<file path="src/rtl/tl_pkg.sv">
// Shared TileLink-UL definitions: opcodes, arbiter FSM states and beat-count helpers.
package tl_pkg;

  localparam logic [2:0] PutFullData    = 3'd0;
  localparam logic [2:0] PutPartialData = 3'd1;
  localparam logic [2:0] ArithmeticData = 3'd2;
  localparam logic [2:0] LogicalData    = 3'd3;
  localparam logic [2:0] Get            = 3'd4;
  localparam logic [2:0] AccessAck      = 3'd0;
  localparam logic [2:0] AccessAckData  = 3'd1;

  typedef enum logic [1:0] {
    IDLE  = 2'd0,
    HOLD  = 2'd1,
    BURST = 2'd2
  } arb_state_e;

  // A 4-byte bus carries 2^(size-2) beats; sizes above 12 saturate at 1024 beats.
  function automatic logic [10:0] tl_beats(input logic [3:0] size);
    logic [10:0] beats;
    if (size <= 4'd2) begin
      beats = 11'd1;
    end else if (size >= 4'd12) begin
      beats = 11'd1024;
    end else begin
      beats = 11'd1 << (size - 4'd2);
    end
    return beats;
  endfunction

  function automatic logic tl_is_multi(input logic [2:0] opcode, input logic [3:0] size);
    logic has_data;
    has_data = (opcode == PutFullData) || (opcode == PutPartialData) ||
               (opcode == ArithmeticData) || (opcode == LogicalData);
    return has_data && (size > 4'd2);
  endfunction

endpackage

</file>
<file path="src/rtl/tlul_arb2.sv">
// Two-requester TileLink-UL arbiter: round-robin A channel that locks across pending
// beats and bursts, with source-tagged D channel routing back to the requesters.
module tlul_arb2
  import tl_pkg::*;
#(
  parameter int TL_RS = 4,
  parameter int TL_AW = 16
) (
  input  logic               arb_clock_i,
  input  logic               arb_reset_ni,

  input  logic [2:0]         m0_a_opcode,
  input  logic [2:0]         m0_a_param,
  input  logic [3:0]         m0_a_size,
  input  logic [TL_RS-1:0]   m0_a_source,
  input  logic [TL_AW-1:0]   m0_a_address,
  input  logic [3:0]         m0_a_mask,
  input  logic [31:0]        m0_a_data,
  input  logic               m0_a_corrupt,
  input  logic               m0_a_valid,
  output logic               m0_a_ready,
  output logic [2:0]         m0_d_opcode,
  output logic [1:0]         m0_d_param,
  output logic [3:0]         m0_d_size,
  output logic [TL_RS-1:0]   m0_d_source,
  output logic               m0_d_denied,
  output logic [31:0]        m0_d_data,
  output logic               m0_d_corrupt,
  output logic               m0_d_valid,
  input  logic               m0_d_ready,

  input  logic [2:0]         m1_a_opcode,
  input  logic [2:0]         m1_a_param,
  input  logic [3:0]         m1_a_size,
  input  logic [TL_RS-1:0]   m1_a_source,
  input  logic [TL_AW-1:0]   m1_a_address,
  input  logic [3:0]         m1_a_mask,
  input  logic [31:0]        m1_a_data,
  input  logic               m1_a_corrupt,
  input  logic               m1_a_valid,
  output logic               m1_a_ready,
  output logic [2:0]         m1_d_opcode,
  output logic [1:0]         m1_d_param,
  output logic [3:0]         m1_d_size,
  output logic [TL_RS-1:0]   m1_d_source,
  output logic               m1_d_denied,
  output logic [31:0]        m1_d_data,
  output logic               m1_d_corrupt,
  output logic               m1_d_valid,
  input  logic               m1_d_ready,

  output logic [2:0]         s_a_opcode,
  output logic [2:0]         s_a_param,
  output logic [3:0]         s_a_size,
  output logic [TL_RS:0]     s_a_source,
  output logic [TL_AW-1:0]   s_a_address,
  output logic [3:0]         s_a_mask,
  output logic [31:0]        s_a_data,
  output logic               s_a_corrupt,
  output logic               s_a_valid,
  input  logic               s_a_ready,

  input  logic [2:0]         s_d_opcode,
  input  logic [1:0]         s_d_param,
  input  logic [3:0]         s_d_size,
  input  logic [TL_RS:0]     s_d_source,
  input  logic               s_d_denied,
  input  logic [31:0]        s_d_data,
  input  logic               s_d_corrupt,
  input  logic               s_d_valid,
  output logic               s_d_ready
);

  arb_state_e  state_q, state_d;
  logic        grant_q, grant_d;
  logic        rr_last_q, rr_last_d;
  logic [10:0] cnt_q, cnt_d;
  logic        grant;
  logic        a_hs;
  logic        a_multi;
  logic        d_sel;

  // Only IDLE may pick a new winner; HOLD and BURST stay locked to the registered grant.
  always_comb begin
    grant = grant_q;
    if (state_q == IDLE) begin
      if (m0_a_valid && !m1_a_valid) begin
        grant = 1'b0;
      end else if (!m0_a_valid && m1_a_valid) begin
        grant = 1'b1;
      end else if (m0_a_valid && m1_a_valid) begin
        grant = ~rr_last_q;
      end
    end
  end

  assign s_a_opcode  = grant ? m1_a_opcode  : m0_a_opcode;
  assign s_a_param   = grant ? m1_a_param   : m0_a_param;
  assign s_a_size    = grant ? m1_a_size    : m0_a_size;
  assign s_a_source  = {grant, (grant ? m1_a_source : m0_a_source)};
  assign s_a_address = grant ? m1_a_address : m0_a_address;
  assign s_a_mask    = grant ? m1_a_mask    : m0_a_mask;
  assign s_a_data    = grant ? m1_a_data    : m0_a_data;
  assign s_a_corrupt = grant ? m1_a_corrupt : m0_a_corrupt;
  assign s_a_valid   = (grant ? m1_a_valid : m0_a_valid) & arb_reset_ni;
  assign m0_a_ready  = s_a_ready & ~grant & arb_reset_ni;
  assign m1_a_ready  = s_a_ready &  grant & arb_reset_ni;

  assign a_hs    = s_a_valid & s_a_ready;
  assign a_multi = tl_is_multi(s_a_opcode, s_a_size);

  always_comb begin
    state_d   = state_q;
    grant_d   = grant_q;
    rr_last_d = rr_last_q;
    cnt_d     = cnt_q;
    case (state_q)
      IDLE: begin
        grant_d = grant;
        if (a_hs) begin
          if (a_multi) begin
            cnt_d   = tl_beats(s_a_size) - 11'd1;
            state_d = BURST;
          end else begin
            rr_last_d = grant;
          end
        end else if (s_a_valid) begin
          state_d = HOLD;
        end
      end
      HOLD: begin
        if (a_hs) begin
          if (a_multi) begin
            cnt_d   = tl_beats(s_a_size) - 11'd1;
            state_d = BURST;
          end else begin
            rr_last_d = grant_q;
            state_d   = IDLE;
          end
        end
      end
      BURST: begin
        if (a_hs) begin
          cnt_d = cnt_q - 11'd1;
          if (cnt_q == 11'd1) begin
            rr_last_d = grant_q;
            state_d   = IDLE;
          end
        end
      end
      default: begin
        state_d = IDLE;
      end
    endcase
  end

  always_ff @(posedge arb_clock_i or negedge arb_reset_ni) begin
    if (!arb_reset_ni) begin
      state_q   <= IDLE;
      grant_q   <= 1'b0;
      rr_last_q <= 1'b1;
      cnt_q     <= 11'd0;
    end else begin
      state_q   <= state_d;
      grant_q   <= grant_d;
      rr_last_q <= rr_last_d;
      cnt_q     <= cnt_d;
    end
  end

  // D fields fan out to both requesters; only the valid selects who actually sees a beat.
  assign d_sel = s_d_source[TL_RS];

  assign m0_d_opcode  = s_d_opcode;
  assign m0_d_param   = s_d_param;
  assign m0_d_size    = s_d_size;
  assign m0_d_source  = s_d_source[TL_RS-1:0];
  assign m0_d_denied  = s_d_denied;
  assign m0_d_data    = s_d_data;
  assign m0_d_corrupt = s_d_corrupt;
  assign m0_d_valid   = s_d_valid & ~d_sel & arb_reset_ni;

  assign m1_d_opcode  = s_d_opcode;
  assign m1_d_param   = s_d_param;
  assign m1_d_size    = s_d_size;
  assign m1_d_source  = s_d_source[TL_RS-1:0];
  assign m1_d_denied  = s_d_denied;
  assign m1_d_data    = s_d_data;
  assign m1_d_corrupt = s_d_corrupt;
  assign m1_d_valid   = s_d_valid & d_sel & arb_reset_ni;

  assign s_d_ready = d_sel ? m1_d_ready : m0_d_ready;

endmodule
</file>
<file path="config.mk">
export PLATFORM = sky130hd
export DESIGN_NAME = tlul_arb2
export DESIGN_NICKNAME = d
export VERILOG_FILES = /design/src/rtl/tl_pkg.sv /design/src/rtl/tlul_arb2.sv
export SDC_FILE = /design/constraint.sdc
export NUM_CORES = 1
export LEC_CHECK = 0
export ABC_CLOCK_PERIOD_IN_PS = 4500
export CORE_AREA = 2 2 140 142
export CTS_CLUSTER_DIAMETER = 100
export DETAILED_ROUTE_END_ITERATION = 6
export DIE_AREA = 0 0 142 144
export DONT_BUFFER_PORTS = 1
export PLACE_DENSITY = 0.34
export SETUP_SLACK_MARGIN = 0.05
export SYNTH_ARGS = -nofsm -noshare
export SYNTH_HDL_FRONTEND = slang
export SYNTH_SLANG_ARGS = --single-unit
</file>
<file path="constraint.sdc">
create_clock -name arb_clock_i -period 4.5 [get_ports arb_clock_i]
set_input_delay 1.125 -clock arb_clock_i [delete_from_list [all_inputs] [get_ports arb_clock_i]]
set_output_delay 1.125 -clock arb_clock_i [all_outputs]
set_load 0.01 [all_outputs]
</file>
==> impl_table.tex, run 1 <==
\begin{tabular}{lr}
\hline
Metric & Value \\
\hline
\multicolumn{2}{l}{\textbf{Logic synthesis}} \\
\quad Warnings, synthesis & 0 \\
\quad Syn\_nets & $\sim$700 \\
\quad Fraction of synthesis flops using an asynchronous set or reset pin & 100\% \\
\quad Cell count after synthesis & 497 \\
\quad EDFF count, synth & 0 \\
\quad Total standard cell area after synthesis & just over 3000 sq um \\
\quad Sequential share of the synthesized area & about an eighth \\
\quad Average cell area after synthesis & 6.14 sq um \\
\quad Most common flop cell mapped by yosys & sky130\_fd\_sc\_hd\_\_dfrtp\_1 \\
\quad Synth unique cells & 56 \\
\quad Number of synthesized register bits & 15 \\
\multicolumn{2}{l}{\textbf{Clock network}} \\
\quad Sinks on the clock net & 15 \\
\quad Number of post-CTS setup repair buffers & 0 \\
\quad CTS H-tree lvls & 1 \\
\quad Number of buffers inserted during clock tree synthesis & 3 \\
\quad Clock transition at the register clock pins on the worst setup and hold paths after CTS & $\sim$0.050 ns \\
\quad Clock tree from TritonCTS & built \\
\quad Quantity of hold-fixing buffers added after cts & 0 \\
\quad CTS Buffer Depth & 2 \\
\quad Insertion delay of the later-clocked pin in the worst-skew pair & around 0.24 ns \\
\quad CTS root buffer & sky130\_fd\_sc\_hd\_\_clkbuf\_16 \\
\quad Resize count post-CTS & 0 \\
\multicolumn{2}{l}{\textbf{Worst setup path}} \\
\quad Max Fanout on Critical Path & between 60 and 70 \\
\quad Critical Path Sink Type & output port \\
\quad Most frequent CP cell & sky130\_fd\_sc\_hd\_\_nand2\_1 \\
\quad Termination of the worst setup path & s\_a\_source[1] \\
\quad Critical path, cell by cell & inv\_1 -> ha\_1 -> nand2\_1 -> o21a\_4 -> inv\_2 -> buf\_4 -> nand2\_1 -> nand2\_1 \\
\quad Length in cells of the worst reg-to-reg path & 13 \\
\quad Endpoint of the worst register-to-register path & cnt\_q[6]\$\_DFFE\_PN0P\_ \\
\quad Required time of the worst setup path & around 3.4 ns \\
\quad CP max stage delay & between 0.4 and 0.5 ns \\
\quad Number of buffers and inverters on the critical path & 3 \\
\quad Setup CP Type & register to output port \\
\quad Category of cells accounting for the largest share of critical-path delay & buffers and inverters \\
\quad Number of gates on the worst path with buffers counted & 8 \\
\quad Worst Setup Start Kind & register \\
\quad Library cell contributing the largest single delay on the critical path & sky130\_fd\_sc\_hd\_\_buf\_4 \\
\quad Launching point of the worst reg2reg path & state\_q[1]\$\_DFFE\_PN0P\_ \\
\quad Flop2flop setup slack & 1.00 ns \\
\quad Worst setup path startpoint & state\_q[1]\$\_DFFE\_PN0P\_ \\
\quad Crit path arrival time & 2.64 ns \\
\multicolumn{2}{l}{\textbf{Detailed routing}} \\
\quad Via count & 2775 \\
\quad Average routed wire per standard cell & 21.6 microns \\
\quad Count of nets left with antenna violations after detail routing & 0 \\
\quad TritonRoute pass-1 iters & 4 \\
\quad Wirelength, routed & 13500 microns \\
\quad Drc violations & 0 \\
\quad Detail-routed via count per cell & 4.43 \\
\quad Number of violations reported at the end of detailed-routing iteration 0 & 261 \\
\multicolumn{2}{l}{\textbf{Floorplanning}} \\
\quad Io pins & 358 \\
\quad Core area & around 19000 sq um \\
\quad Die Span X & 142 microns \\
\quad Starting utilization of the core area & $\sim$16\% \\
\quad Die Y-Extent & around 140 microns \\
\quad Site Rows & between 50 and 60 \\
\quad Die Footprint & just over 20000 sq um \\
\multicolumn{2}{l}{\textbf{Timing}} \\
\quad TNS Setup & 0 ns \\
\quad Smallest hold slack & about 0.54 ns \\
\quad Final critical delay including setup and external delays & 3.77 ns \\
\quad Headroom to the max-slew limit & 44.9\% \\
\quad Count of pins over their slew limit & 0 \\
\quad Maximum frequency from static timing analysis & 0.265 GHz \\
\quad Final Hold Fails & 0 \\
\quad Worst Max-Slew Pin Slew & 0.804 ns \\
\quad Final setup violation count & 0 \\
\quad Unrepaired setup endpoints after global routing & no \\
\quad Worst clock skew & 0.00158 ns \\
\quad Final cycle utilization of the critical path & 83.8\% \\
\multicolumn{2}{l}{\textbf{Global routing}} \\
\quad Met1 GRT Util & between 10\% and 20\% \\
\quad Met2 usage in global routing & 15.8\% \\
\quad Vias in the first global route & 2284 \\
\quad Met3 usage & 10.4\% \\
\quad Total global routing track utilization & 11.8\% \\
\quad Grt ovf & 0 \\
\quad Number of antenna violations at the first check in global routing & 0 \\
\quad Global-route wire length before repair & roughly 17000 microns \\
\quad Maximum number of pins on one net before global-route repair & 67 \\
\quad Highest-utilization routing layer at the global route stage & met2 \\
\multicolumn{2}{l}{\textbf{Min path}} \\
\quad Cell depth of the worst min-delay path & 2 \\
\quad Class of the worst hold path & register to register \\
\multicolumn{2}{l}{\textbf{Final layout}} \\
\quad Cell Count, Final, Fillers Out & 627 \\
\quad Number of nets in the final layout & 588 \\
\quad Area used by multi-input combinational logic & 1800 sq um \\
\quad Total area of sequential cells & 377 sq um \\
\quad Area overhead of the layout relative to synthesis & -13.0\% \\
\quad Diode count & 0 \\
\quad Share of layout cells above drive strength 1 & 6.17\% \\
\quad Fill cells & 2213 \\
\multicolumn{2}{l}{\textbf{Outcome}} \\
\quad Result of the run & completed \\
\multicolumn{2}{l}{\textbf{Pwr}} \\
\quad Worst vdd ir & 0.224 mV \\
\quad Total power per unit cell area & between 800 and 900 nW/um\^{}2 \\
\quad Cell Int Power & 824 uW \\
\quad Comb pwr share & 78.9\% \\
\quad Sw Share & 61.4\% \\
\quad Clk pwr share & between 8 and 9\% \\
\quad Sequential cell fraction of total power & 12.8\% \\
\quad Switch Pwr & between 1 and 1.5 mW \\
\quad Leakage power & 1.24 nW \\
\multicolumn{2}{l}{\textbf{Placed design}} \\
\quad DPL Wire Length & 11800 microns \\
\quad Gp weighted congestion & 0.798 \\
\quad Instance count after placement with tap cells included & approximately 620 \\
\quad Number of port buffers & 0 \\
\multicolumn{2}{l}{\textbf{Job}} \\
\quad Max\_cap viols & 0 \\
\hline
\end{tabular}
-- worst register-to-register path, cell delays in order (launching register included) --
cell	delay [ns]
sky130_fd_sc_hd__dfrtp_1	0.40
sky130_fd_sc_hd__inv_1	0.13
sky130_fd_sc_hd__ha_1	0.37
sky130_fd_sc_hd__nand2_1	0.15
sky130_fd_sc_hd__o21a_4	0.30
sky130_fd_sc_hd__mux2i_1	0.14
sky130_fd_sc_hd__buf_4	0.16
sky130_fd_sc_hd__ha_1	0.29
sky130_fd_sc_hd__or2_2	0.32
sky130_fd_sc_hd__a211oi_1	0.22
sky130_fd_sc_hd__nor2_1	0.14
sky130_fd_sc_hd__o41a_1	0.33
sky130_fd_sc_hd__a2111o_1	0.38
sky130_fd_sc_hd__o211ai_1	0.08
-- metrics by stage --
| step | setup slack, ns | area [sq um] | power (mW) | utilization (%) |
|---|---|---|---|---|
| after global routing | 0.512 | 2660 | 2.34 | 13.9 |
| after global placement | 0.746 | 2580 | 1.96 | 13.5 |
| final | 0.730 | 2660 | 2.13 | 13.9 |
| after CTS | 0.688 | 2660 | 2.16 | 13.9 |
| after floorplan | 0.845 | 3050 | 1.65 | - |
| after detailed placement | 0.697 | 2580 | 1.98 | 13.5 |
-- layout make-up --
| class | instances | share of cell area (%) |
|---|---|---|
| Tap cell | 238 | 11.2 |
| Sequential cell | 15 | 14.2 |
| Timing Repair Buffer | 4 | 1.60 |
| Clock buffer | 4 | 2.97 |
| Inverter | 16 | 2.26 |
| Multi-Input combinational cell | 350 | 67.8 |
-- worst min-delay path by stage --
stage	from	end	slack [ns]
final	cnt_q[10]$_DFFE_PN0P_	cnt_q[10]$_DFFE_PN0P_	0.54
after global routing	arb_reset_ni	cnt_q[10]$_DFFE_PN0P_	0.56
after CTS	cnt_q[10]$_DFFE_PN0P_	cnt_q[10]$_DFFE_PN0P_	0.55
after detailed placement	cnt_q[10]$_DFFE_PN0P_	cnt_q[10]$_DFFE_PN0P_	0.55
after global placement	cnt_q[10]$_DFFE_PN0P_	cnt_q[10]$_DFFE_PN0P_	0.52
after floorplan	cnt_q[10]$_DFFE_PN0P_	cnt_q[10]$_DFFE_PN0P_	0.48
-- logic make-up (layout without fill, tap and decap cells) --
kind of cell / Yosys count / count (layout) / share of synthesized area (%)
XOR/XNOR: 3 / 3 / 0.861
multiplexers: 9 / 9 / 3.98
flip-flops: 15 / 15 / 12.3
adder cells (fa/ha/maj): 8 / 8 / 3.28
AND/OR/NAND/NOR: 263 / 263 / 34.9
buffers and inverters: 132 / 24 / 28.7
AO/OA/AOI/OAI: 67 / 67 / 15.9
-- sequential cells by signal (all words and copies together), names as in the netlist --
name	count
rr_last_q	1
grant_q	1
cnt_q	11
state_q	2
-- layer usage --
layer  up-vias  part of all wire, %
met3        23                   20
met4         0                 0.87
met2       178                   41
met5         -                    0
li1       1295                    -
met1      1279                   38
-- synthesized netlist by cell type (2+ instances only) --
cell type,count,area [sq um]
sky130_fd_sc_hd__a211oi_1,9,67.6
sky130_fd_sc_hd__a21o_1,4,30.0
sky130_fd_sc_hd__a21oi_1,7,35.0
sky130_fd_sc_hd__a31oi_1,3,18.8
sky130_fd_sc_hd__and2_1,2,12.5
sky130_fd_sc_hd__buf_4,95,713
sky130_fd_sc_hd__buf_6,3,33.8
sky130_fd_sc_hd__clkbuf_1,16,60.1
sky130_fd_sc_hd__dfrtp_1,14,350
sky130_fd_sc_hd__ha_1,8,100
sky130_fd_sc_hd__inv_1,14,52.6
sky130_fd_sc_hd__mux2_2,2,22.5
sky130_fd_sc_hd__mux2i_1,4,40.0
sky130_fd_sc_hd__mux2i_4,2,45.0
sky130_fd_sc_hd__nand2_1,213,800
sky130_fd_sc_hd__nand2b_1,3,18.8
sky130_fd_sc_hd__nand3_1,4,20.0
sky130_fd_sc_hd__nor2_1,16,60.1
sky130_fd_sc_hd__nor3_1,7,35.0
sky130_fd_sc_hd__nor3b_1,2,15.0
sky130_fd_sc_hd__nor4_1,4,25.0
sky130_fd_sc_hd__o211ai_1,4,30.0
sky130_fd_sc_hd__o21a_4,2,30.0
sky130_fd_sc_hd__o21ai_0,17,85.1
sky130_fd_sc_hd__o22a_1,2,17.5
sky130_fd_sc_hd__o311a_1,2,20.0
sky130_fd_sc_hd__or2_2,4,25.0
sky130_fd_sc_hd__or3_1,5,31.3
sky130_fd_sc_hd__xnor2_1,2,17.5
-- layout by cell type, fill, tap and decap left out, types with 4 or more instances in the layout --
master / synthesis / layout
sky130_fd_sc_hd__dfrtp_1: 14 / 14
sky130_fd_sc_hd__mux2i_1: 4 / 4
sky130_fd_sc_hd__inv_1: 14 / 13
sky130_fd_sc_hd__nand3_1: 4 / 4
sky130_fd_sc_hd__ha_1: 8 / 8
sky130_fd_sc_hd__or2_2: 4 / 4
sky130_fd_sc_hd__nor3_1: 7 / 7
sky130_fd_sc_hd__o211ai_1: 4 / 4
sky130_fd_sc_hd__nand2_1: 213 / 213
sky130_fd_sc_hd__a21oi_1: 7 / 7
sky130_fd_sc_hd__o21ai_0: 17 / 17
sky130_fd_sc_hd__nor2_1: 16 / 16
sky130_fd_sc_hd__nor4_1: 4 / 4
sky130_fd_sc_hd__a211oi_1: 9 / 9
sky130_fd_sc_hd__a21o_1: 4 / 4
sky130_fd_sc_hd__or3_1: 5 / 5
-- power by group through the flow --
stage | Clock [mW] | Sequential [mW] | Combinational, mW
2_1_floorplan | 0 | 0.253 | 1.40
3_3_place_gp | 0 | 0.274 | 1.68
3_5_place_dp | 0 | 0.274 | 1.70
4_1_cts | 0.183 | 0.272 | 1.71
5_1_grt | 0.190 | 0.283 | 1.87
6_report | 0.177 | 0.274 | 1.68
(Power assumes the default switching activity.)
==> run 2, diff against run 1 <==
--- a/config.mk
+++ b/config.mk
@@ -5,13 +5,13 @@
 export SDC_FILE = /design/constraint.sdc
 export NUM_CORES = 1
 export LEC_CHECK = 0
-export ABC_CLOCK_PERIOD_IN_PS = 4500
+export ABC_CLOCK_PERIOD_IN_PS = 3300
 export CORE_AREA = 2 2 140 142
 export CTS_CLUSTER_DIAMETER = 100
 export DETAILED_ROUTE_END_ITERATION = 6
 export DIE_AREA = 0 0 142 144
 export DONT_BUFFER_PORTS = 1
-export PLACE_DENSITY = 0.34
+export PLACE_DENSITY = 0.35
 export SETUP_SLACK_MARGIN = 0.05
 export SYNTH_ARGS = -nofsm -noshare
 export SYNTH_HDL_FRONTEND = slang
==> constraint.sdc (replaced) <==
create_clock -name arb_clock_i -period 3.3 [get_ports arb_clock_i]
set_input_delay 0.825 -clock arb_clock_i [delete_from_list [all_inputs] [get_ports arb_clock_i]]
set_output_delay 0.825 -clock arb_clock_i [all_outputs]
set_load 0.01 [all_outputs]
==> run 2 against run 1 <==
Against the previous run: utilization rose by 1.1 points; register-to-register slack worse by 0.79 ns; sequential share of layout area fell by 1.0 points; flip-flop and latch count unchanged; routed wire length rose by 3.4%; cell count increased by 2.9%; hold slack got worse by 0.28 ns; global-route usage is 0.81 points higher; combinational power up 54%; total power up 51%; cell area rose by 7.7%; critical path type unchanged; critical endpoint is now s_a_address[6]; largest power group unchanged.
==> impl_table.tex, run 2 (synthesis gave the netlist of run 1 again) <==
\begin{tabular}{lr}
\hline
Metric & Value \\
\hline
\multicolumn{2}{l}{\textbf{Outcome}} \\
\quad Result of the run & completed \\
\multicolumn{2}{l}{\textbf{Global routing}} \\
\quad Vias in the first global route & 2618 \\
\quad Highest-utilization routing layer at the global route stage & met2 \\
\quad Met1 GRT Util & between 10\% and 20\% \\
\quad Maximum number of pins on one net before global-route repair & 66 \\
\quad Met3 usage & 7.32\% \\
\quad Global-route wire length before repair & 18500 microns \\
\quad Grt ovf & 0 \\
\quad Total global routing track utilization & between 10\% and 20\% \\
\quad Met2 usage in global routing & 18.9\% \\
\quad Number of antenna violations at the first check in global routing & 0 \\
\multicolumn{2}{l}{\textbf{Clock network}} \\
\quad Clock transition at the register clock pins on the worst setup and hold paths after CTS & 0.06 ns \\
\quad Quantity of hold-fixing buffers added after cts & 0 \\
\quad Sinks on the clock net & 15 \\
\quad Number of buffers inserted during clock tree synthesis & 3 \\
\quad CTS H-tree lvls & 1 \\
\quad CTS root buffer & sky130\_fd\_sc\_hd\_\_clkbuf\_16 \\
\quad Insertion delay of the later-clocked pin in the worst-skew pair & 0.25 ns \\
\quad Clock tree from TritonCTS & built \\
\quad CTS Buffer Depth & 2 \\
\multicolumn{2}{l}{\textbf{Worst setup path}} \\
\quad Max Fanout on Critical Path & 65 \\
\quad Critical path, cell by cell & inv\_1 -> ha\_1 -> a21bo\_1 -> o21a\_4 -> inv\_2 -> buf\_12 -> nand2\_1 -> nand2\_1 -> buf\_4 \\
\quad Required time of the worst setup path & 2.47 ns \\
\quad Length in cells of the worst reg-to-reg path & 13 \\
\quad CP max stage delay & 0.39 ns \\
\quad Most frequent CP cell & sky130\_fd\_sc\_hd\_\_nand2\_1 \\
\quad Launching point of the worst reg2reg path & state\_q[0]\$\_DFFE\_PN0P\_ \\
\quad Termination of the worst setup path & s\_a\_address[6] \\
\quad Critical Path Sink Type & output port \\
\quad Library cell contributing the largest single delay on the critical path & sky130\_fd\_sc\_hd\_\_dfrtp\_1 \\
\quad Flop2flop setup slack & roughly 0.21 ns \\
\quad Crit path arrival time & 2.27 ns \\
\quad Setup CP Type & register to output port \\
\quad Worst Setup Start Kind & register \\
\quad Worst setup path startpoint & state\_q[0]\$\_DFFE\_PN0P\_ \\
\quad Endpoint of the worst register-to-register path & cnt\_q[6]\$\_DFFE\_PN0P\_ \\
\multicolumn{2}{l}{\textbf{Floorplanning}} \\
\quad Site Rows & 51 \\
\quad Die Footprint & 20400 sq um \\
\quad Core area & 19100 sq um \\
\quad Die Span X & 142 microns \\
\quad Starting utilization of the core area & 16.0\% \\
\quad Die Y-Extent & between 100 and 150 microns \\
\quad Io pins & 358 \\
\multicolumn{2}{l}{\textbf{Pwr}} \\
\quad Sw Share & roughly three fifths \\
\quad Sequential cell fraction of total power & about 12\% \\
\quad Total power per unit cell area & around 1100 nW/um\^{}2 \\
\quad Comb pwr share & just over 80\% \\
\quad Leakage power & 1.34 nW \\
\quad Cell Int Power & 1.28 mW \\
\quad Clk pwr share & 7.7\% \\
\quad Worst vdd ir & slightly above 0.3 mV \\
\quad Switch Pwr & 1.93 mW \\
\multicolumn{2}{l}{\textbf{Detailed routing}} \\
\quad Number of violations reported at the end of detailed-routing iteration 0 & 144 \\
\quad TritonRoute pass-1 iters & 4 \\
\quad Wirelength, routed & about 14000 microns \\
\quad Drc violations & 0 \\
\quad Average routed wire per standard cell & 21.7 microns \\
\quad Count of nets left with antenna violations after detail routing & 0 \\
\quad Detail-routed via count per cell & 4.40 \\
\quad Via count & 2841 \\
\multicolumn{2}{l}{\textbf{Placed design}} \\
\quad DPL Wire Length & 12200 microns \\
\quad Area after detailed placement & 2750 sq um \\
\quad Gp weighted congestion & between 0.9 and 1 \\
\quad DP Worst Slack & 0.0302 ns \\
\quad Instance count after placement with tap cells included & 641 \\
\quad Number of port buffers & 0 \\
\multicolumn{2}{l}{\textbf{Timing}} \\
\quad Worst clock skew & 0.00636 ns \\
\quad Unrepaired setup endpoints after global routing & no \\
\quad Final Hold Fails & 0 \\
\quad Headroom to the max-slew limit & 56.8\% \\
\quad Maximum frequency from static timing analysis & 0.323 GHz \\
\quad Count of pins over their slew limit & 0 \\
\quad Worst Max-Slew Pin Slew & 0.642 ns \\
\quad Final setup violation count & 0 \\
\quad Final cycle utilization of the critical path & a little over nine tenths \\
\quad Crit path setup slack, layout & roughly 0.21 ns \\
\quad TNS Setup & 0 ns \\
\quad Final critical delay including setup and external delays & between 3 and 4 ns \\
\multicolumn{2}{l}{\textbf{Final layout}} \\
\quad Core utilization of the finished layout & 15.0\% \\
\quad Cell Count, Final, Fillers Out & 645 \\
\quad Number of nets in the final layout & just over 600 \\
\quad Share of layout cells above drive strength 1 & 12.3\% \\
\quad Final std cell area, no fill & $\sim$2900 sq um \\
\quad Commonest non-fill, non-tap cells in the layout & sky130\_fd\_sc\_hd\_\_nand2\_1, sky130\_fd\_sc\_hd\_\_buf\_4, sky130\_fd\_sc\_hd\_\_o21ai\_0, sky130\_fd\_sc\_hd\_\_nor2\_1, sky130\_fd\_sc\_hd\_\_dfrtp\_1 \\
\quad Most flops, register & cnt\_q \\
\quad Diode count & 0 \\
\quad Flip-flop count of the largest register after layout & 11 \\
\quad Leading cell type in the layout, fill and taps excluded & sky130\_fd\_sc\_hd\_\_nand2\_1 \\
\quad Largest registers ranked by flip-flop count & cnt\_q: 11 flops, state\_q: 2 flops \\
\quad Area overhead of the layout relative to synthesis & -6.27\% \\
\multicolumn{2}{l}{\textbf{Job}} \\
\quad Max\_cap viols & 0 \\
\multicolumn{2}{l}{\textbf{Min path}} \\
\quad Class of the worst hold path & input pin to asynchronous set/reset pin \\
\hline
\end{tabular}
## run 2: cell count changes in the layout (fill, tap and decap cells not counted), sizes merged
| cell | previous run | this run |
|---|---|---|
| buf | 4 | 22 |
| clkbuf | 4 | 3 |
| clkinv | 1 | 2 |
## run 2: through the flow
stage	power, mW	hold slack (ns)
6_report	3.22	0.266
5_1_grt	3.53	0.254
4_1_cts	3.23	0.258
3_5_place_dp	2.95	0.530
3_3_place_gp	2.92	0.515
2_1_floorplan	2.30	0.483
## run 2: cell type report
class / count / area (sq um)
Clock buffer: 3 / 75.1
Tap cell: 238 / 298
Timing Repair Buffer: 22 / 198
Sequential cell: 15 / 377
Fill cell: 2202 / 16200
Inverter: 16 / 60.1
Clock inverter: 1 / 5.00
Multi-Input combinational cell: 350 / 1850
## run 2: power groups by stage
stage	clock (mW)	sequential, mW	combinational, mW
final	0.249	0.372	2.59
after global routing	0.265	0.391	2.87
after CTS	0.258	0.372	2.60
after detailed placement	0	0.376	2.58
after global placement	0	0.374	2.55
after floorplan	0	0.345	1.95
## run 2: critical path, delay by kind of cell, from the launching register on
family                     cells  cell delay (ns)
AOI/OAI and AO/OA              2             0.38
adders and majority gates      1             0.23
buffers and inverters          4             0.63
DFF                            1             0.39
and+or+nand+nor                2             0.32
## run 2: how the worst min path moves through the flow
| stage | depth (start not counted) | slack [ns] | to |
|---|---|---|---|
| 3_5_place_dp | 0 | 0.53 | grant_q$_DFFE_PN0P_ |
| 4_1_cts | 0 | 0.26 | cnt_q[2]$_DFFE_PN0P_ |
| 6_report | 0 | 0.27 | cnt_q[9]$_DFFE_PN0P_ |
| 3_3_place_gp | 2 | 0.52 | cnt_q[10]$_DFFE_PN0P_ |
| 2_1_floorplan | 2 | 0.48 | cnt_q[10]$_DFFE_PN0P_ |
| 5_1_grt | 0 | 0.25 | cnt_q[6]$_DFFE_PN0P_ |
## run 2: timing repair
action / 4_1_cts / 5_1_grt
setup buffers: 0 / 0
endpoints found under the hold margin: 0 / 0
resized for setup: 2 / 6
endpoints found under the setup margin: 6 / 6
## run 2: routing by layer
layer / vias to the layer above / share of wire, %
met4: 0 / 1.7
met5: - / 0
met2: 241 / 45
li1: 1330 / -
met3: 14 / 13
met1: 1256 / 40
